**config.mk**
```make
export PLATFORM = sky130hd
export DESIGN_NAME = pipe_stage_reg
export DESIGN_NICKNAME = d
export VERILOG_FILES = /design/src/rtl/pipe_stage_reg_pkg.sv /design/src/rtl/pipe_stage_reg_slot.sv /design/src/rtl/pipe_stage_reg.sv
export SDC_FILE = /design/constraint.sdc
export NUM_CORES = 1
export LEC_CHECK = 0
export CELL_PAD_IN_SITES_DETAIL_PLACEMENT = 0
export CELL_PAD_IN_SITES_GLOBAL_PLACEMENT = 2
export CORE_ASPECT_RATIO = 1.5
export CORE_MARGIN = 2
export CORE_UTILIZATION = 32
export CTS_CLUSTER_SIZE = 25
export DETAILED_ROUTE_END_ITERATION = 8
export HOLD_SLACK_MARGIN = 0.08
export PLACE_DENSITY = 0.95
export SLEW_MARGIN = 20
export SYNTH_ARGS = -nofsm -noshare
export SYNTH_HDL_FRONTEND = slang
export SYNTH_SLANG_ARGS = --single-unit
```
**constraint.sdc**
```tcl
create_clock -name clk -period 2.8 [get_ports clk]
set_input_delay 0.28 -clock clk [delete_from_list [all_inputs] [get_ports clk]]
set_output_delay 0.28 -clock clk [all_outputs]
set_load 0.1 [all_outputs]
```
**src/rtl/pipe_stage_reg_pkg.sv**
```systemverilog
// Shared pipeline constants: exception-code width, reset/flush PCs and ExcCode values.
package pipe_stage_reg_pkg;

   localparam int          EXC_W_DEF    = 5;
   localparam logic [31:0] RESET_PC_DEF = 32'h0000_3000;
   localparam logic [31:0] FLUSH_PC_DEF = 32'h0000_4180;

   // ExcCode values; zero doubles as "no exception".
   localparam logic [4:0] EXC_NONE    = 5'd0;
   localparam logic [4:0] EXC_ADEL    = 5'd4;
   localparam logic [4:0] EXC_ADES    = 5'd5;
   localparam logic [4:0] EXC_SYSCALL = 5'd8;
   localparam logic [4:0] EXC_BP      = 5'd9;
   localparam logic [4:0] EXC_RI      = 5'd10;
   localparam logic [4:0] EXC_OV      = 5'd12;

endpackage

```
**src/rtl/pipe_stage_reg_slot.sv**
```systemverilog
// One register slot: valid bit plus flat payload, with reset/clear/load/drop controls.
module stage_slot #(
   parameter int            PW      = 8,
   parameter logic [PW-1:0] RST_VAL = '0,
   parameter logic [PW-1:0] CLR_VAL = '0
) (
   input  logic          clk,
   input  logic          reset,
   input  logic          clear,
   input  logic          load,
   input  logic          drop,
   input  logic [PW-1:0] load_data,
   output logic          valid,
   output logic [PW-1:0] data
);

   // Priority reset > clear > load > drop; drop keeps the payload, only valid falls.
   always_ff @(posedge clk) begin
      if (reset) begin
         valid <= 1'b0;
         data  <= RST_VAL;
      end else if (clear) begin
         valid <= 1'b0;
         data  <= CLR_VAL;
      end else if (load) begin
         valid <= 1'b1;
         data  <= load_data;
      end else if (drop) begin
         valid <= 1'b0;
      end
   end

endmodule

```
**src/rtl/pipe_stage_reg.sv**
```systemverilog
// Pipeline stage register with a one-entry skid buffer, flush, bubble and exception merge.
module pipe_stage_reg
   import pipe_stage_reg_pkg::*;
#(
   parameter int          NFIELD   = 6,
   parameter int          W        = 32,
   parameter int          EXC_W    = EXC_W_DEF,
   parameter logic [31:0] RESET_PC = RESET_PC_DEF,
   parameter logic [31:0] FLUSH_PC = FLUSH_PC_DEF
) (
   input  logic                  clk,
   input  logic                  reset,
   input  logic                  flush,
   input  logic                  bubble,
   input  logic                  in_valid,
   output logic                  in_ready,
   input  logic [31:0]           in_pc,
   input  logic [31:0]           in_instr,
   input  logic [NFIELD*W-1:0]   in_data,
   input  logic [EXC_W-1:0]      in_exc,
   input  logic                  in_bd,
   input  logic [EXC_W-1:0]      in_lexc,
   output logic                  out_valid,
   input  logic                  out_ready,
   output logic [31:0]           out_pc,
   output logic [31:0]           out_instr,
   output logic [NFIELD*W-1:0]   out_data,
   output logic [EXC_W-1:0]      out_exc,
   output logic                  out_bd,
   output logic                  skid_full
);

   localparam int DW = NFIELD * W;
   localparam int PW = 64 + DW + EXC_W + 1;
   localparam logic [PW-1:0] MAIN_RST = {RESET_PC, {(PW-32){1'b0}}};
   localparam logic [PW-1:0] MAIN_CLR = {FLUSH_PC, {(PW-32){1'b0}}};

   // Handshake: a transfer happens on a rising edge where valid && ready are both high;
   // valid, once raised, holds its payload stable until the transfer; in_ready never
   // depends combinationally on out_ready.
   logic            main_v, skid_v;
   logic [PW-1:0]   main_q, skid_q;
   logic [PW-1:0]   entry, main_d;
   logic [EXC_W-1:0] exc_sel;
   logic            accept, consume;
   logic            main_load, skid_load;

   assign accept  = in_valid && in_ready;
   assign consume = main_v && out_ready;

   // Earliest stage wins: an exception arriving from upstream overrides the local one.
   assign exc_sel = (in_exc != '0) ? in_exc : in_lexc;
   assign entry   = bubble ? {in_pc, 32'h0, {DW{1'b0}}, {EXC_W{1'b0}}, in_bd}
                           : {in_pc, in_instr, in_data, exc_sel, in_bd};

   // Main refills from skid first (older entry), otherwise from the input.
   assign main_d    = skid_v ? skid_q : entry;
   assign main_load = (!main_v || consume) && (skid_v || accept);
   assign skid_load = accept && main_v && !consume;

   stage_slot #(.PW(PW), .RST_VAL(MAIN_RST), .CLR_VAL(MAIN_CLR)) u_main (
      .clk       (clk),
      .reset     (reset),
      .clear     (flush),
      .load      (main_load),
      .drop      (consume),
      .load_data (main_d),
      .valid     (main_v),
      .data      (main_q)
   );

   stage_slot #(.PW(PW), .RST_VAL('0), .CLR_VAL('0)) u_skid (
      .clk       (clk),
      .reset     (reset),
      .clear     (flush),
      .load      (skid_load),
      .drop      (consume),
      .load_data (entry),
      .valid     (skid_v),
      .data      (skid_q)
   );

   assign in_ready  = !skid_v;
   assign out_valid = main_v;
   assign skid_full = skid_v;
   assign {out_pc, out_instr, out_data, out_exc, out_bd} = main_q;

endmodule

```
==> summary.txt <==
Yosys
  • Syn Area/Cell: 8.86 um2
  • Flops & latches, synth: 526
  • Post-Synth Adder-Cell Area: 0%
  • Top post-synthesis cells by area: dfxtp_1 (45%), a21oi_1 (16%), a211oi_2 (8.9%)
  • Leading area contributor after synthesis: dfxtp_1
  • Largest family of logic cells by synthesized area: compound AO/OA/AOI/OAI gates
  • Mux cell area share after synthesis: 1.19%
  • Synth cell types: 34
  • Post-synthesis sequential area ratio: 44.5%
  • Synth top area share: 44.5%
  • Yosys Warn Count: 0
  • Number of flops mapped to enable cells by yosys: 0
  • Asr flop ratio synth: 0%
  • Syn_nets: 2943
  • Post-synthesis xor/xnor area fraction: 0%
  • Compound-gate portion of the synthesized area: 28.3%
  • Synth Flop Type: dfxtp_1
  • Mapped Cells: 2670
  • Synth Area in Simple Gates: 19.8%
  • Synth Cell Area: 23600 um2

Floorplan
  • Height of the die: 337 um
  • Rows: 122
  • Initial Util: 32.2%
  • DIE WIDTH: 226 um
  • Core box area: 73400 um2
  • Die Footprint: 76100 um2
  • Io pins: 538

Timing
  • Slew headroom: 44.6%
  • Final hold violation count: 0
  • Fin crit period: 2.48 ns
  • Max Freq: 0.404 GHz
  • Final hold slack: 0.234 ns
  • RSZ-0062 raised after global routing: no
  • Pins Over Slew Limit: 0
  • Slew @ Worst Pin: 0.831 ns
  • Setup TNS: 0 ns
  • Layout Skew: 0.0155 ns
  • Final Cycle Share: 88.5%
  • Finish-stage setup viols: 0

Route
  • DRC viols: 0
  • Total vias in the final route: 21400
  • TritonRoute pass-1 iters: 5
  • Routed WL per cell: 19.5 um
  • Vias per Instance: 5.20
  • First DRT Iteration DRCs: 1216
  • Routed Antenna Nets: 0
  • Final WL: 80200 um

GRT
  • First-pass GRT wire length: 122000 um
  • Initial antenna violation count: 14
  • Largest net degree at the start of global routing: 110
  • GRT Overall Usage: 20.1%
  • Vias in the first global route: 21000
  • Grt total ovfl: 0

Pwr
  • Net Sw Frac: 30.0%
  • VDD IR-drop max: 0.464 mV
  • Power Density: 596 nW/um2
  • Flop pwr share: 41.6%
  • Psw: 5.62 mW
  • Gate power share: 18.1%
  • Clock Power Share: 40.3%
  • P_int: 13.1 mW
  • LEAKAGE: 10.4 nW
  • Total power: 18.7 mW

Placement
  • Post-DP HPWL: 52900 um
  • # port buffers: 537
  • Placed instance count: 4000
  • Area after DPL: 29500 um2
  • Gpl congestion: 0.801

Clocking
  • CTS max path bufs: 3
  • CTS Buf Count: 55
  • Clk_lat worst skew: 0.62 ns
  • CTS tree: yes
  • Clock transition at path regs: 0.06 ns
  • H-Tree Depth: 2
  • Root Driver: clkbuf_16
  • Number of sinks on the clock net: 526
  • Post-CTS Repair Setup Buffers: 0
  • Post-CTS sizing: 0
  • Hold_buf cts: 0

Min path
  • Hold Crit Class: in -> reg

Layout
  • Synthesis-to-layout area growth: 32.7%
  • Final instance area: 31400 um2
  • Commonest cells after routing, fill and taps aside: a21oi_1 (743), dfxtp_1 (525), buf_4 (331), nand2_1 (290), clkdlybuf4s50_1 (271)
  • Fin cells: 4110
  • Layout cells sized above 1: 20.6%
  • Final #Nets: 3338
  • Commonest non-fill, non-tap cell in the layout: a21oi_1

Job
  • Max Cap Viol: 0

Worst setup path
  • Kind of critical path: reg -> out
  • Crit path DAT: 2.20 ns
  • CP Launch Type: flop
  • CP Capture Type: output pin
  • Crit path required time: 2.52 ns
  • Crit Path Max Fanout: 65

Run status
  • Status: finished, final reports clean
cell families (layout without fill, tap and decap cells):
logic type / after synthesis / after routing
buffers and inverters: 313 / 753
AO/OA/AOI/OAI: 1028 / 1028
multiplexers: 28 / 28
flip-flops: 526 / 526
AND/OR/NAND/NOR: 775 / 775
other: 0 / 8
routing by layer:
metal  vias to the layer above  global-route usage, %  share of wire, %
li1                      10400                      -                 -
met1                     10100                   23.5                40
met2                       593                   34.6                49
met3                       158                   4.80               6.3
met4                        12                   9.22               4.2
met5                         -                      0             0.087
Yosys cell counts, types with 14 or more instances:
master	instances
a21oi_1	743
dfxtp_1	526
nand2_1	290
nand3b_1	224
nor3b_1	224
a211oi_2	168
buf_2	156
clkbuf_1	112
a211oi_1	90
mux2i_1	28
buf_4	25
buf_1	14
state kept, by name, summed over array words and instances, names as in the netlist:
signal,flops
u_main.data,262
u_skid.data,262
u_main.valid,1
u_skid.valid,1
critical path, stage by stage (launching register included):
cell and delay, ns:
dfxtp_4 0.66, buf_12 0.35, buf_4 0.25, buf_4 0.31
cell type report:
| cell class | count | area, um2 |
|---|---|---|
| diodes | 8 | 20.0 |
| clock buffers | 85 | 1620 |
| repair buffers | 645 | 6050 |
| inverters | 6 | 22.5 |
| fillers | 7318 | 42000 |
| multi-input cells | 1831 | 11700 |
| clock inverters | 17 | 208 |
| flip-flops and latches | 526 | 10500 |
| well taps | 992 | 1240 |
power groups by stage:
stage                     clock network [mW]  logic [mW]  registers (mW)
after global routing                    8.04        3.57            7.79
final                                   7.55        3.39            7.78
after floorplan                            0        1.10            9.09
after CTS                               7.80        3.41            7.78
after detailed placement                   0        3.40            7.94
after global placement                     0        3.39            7.94
path summary, 6_finish.rpt:
check	slack (ns)	start	cells after the start	to
setup / recovery	0.32	u_skid.valid$_SDFFE_PP0P_	3	skid_full
hold / removal	0.23	in_pc[8]	3	u_skid.data[238]$_SDFFE_PP0P_
setup reg to reg	0.84	u_skid.valid$_SDFFE_PP0P_	5	u_main.data[52]$_SDFFE_PP0P_
hold reg to reg	0.45	u_skid.data[228]$_SDFFE_PP0P_	2	u_skid.data[228]$_SDFFE_PP0P_
through the flow:
step / setup slack [ns] / util (%)
after global routing: 0.204 / 42.7
after CTS: 0.253 / 42.7
after floorplan: 0.245 / -
after detailed placement: 0.617 / 40.2
final: 0.322 / 42.7
after global placement: 0.652 / 40.2
(Power assumes the default switching activity.)
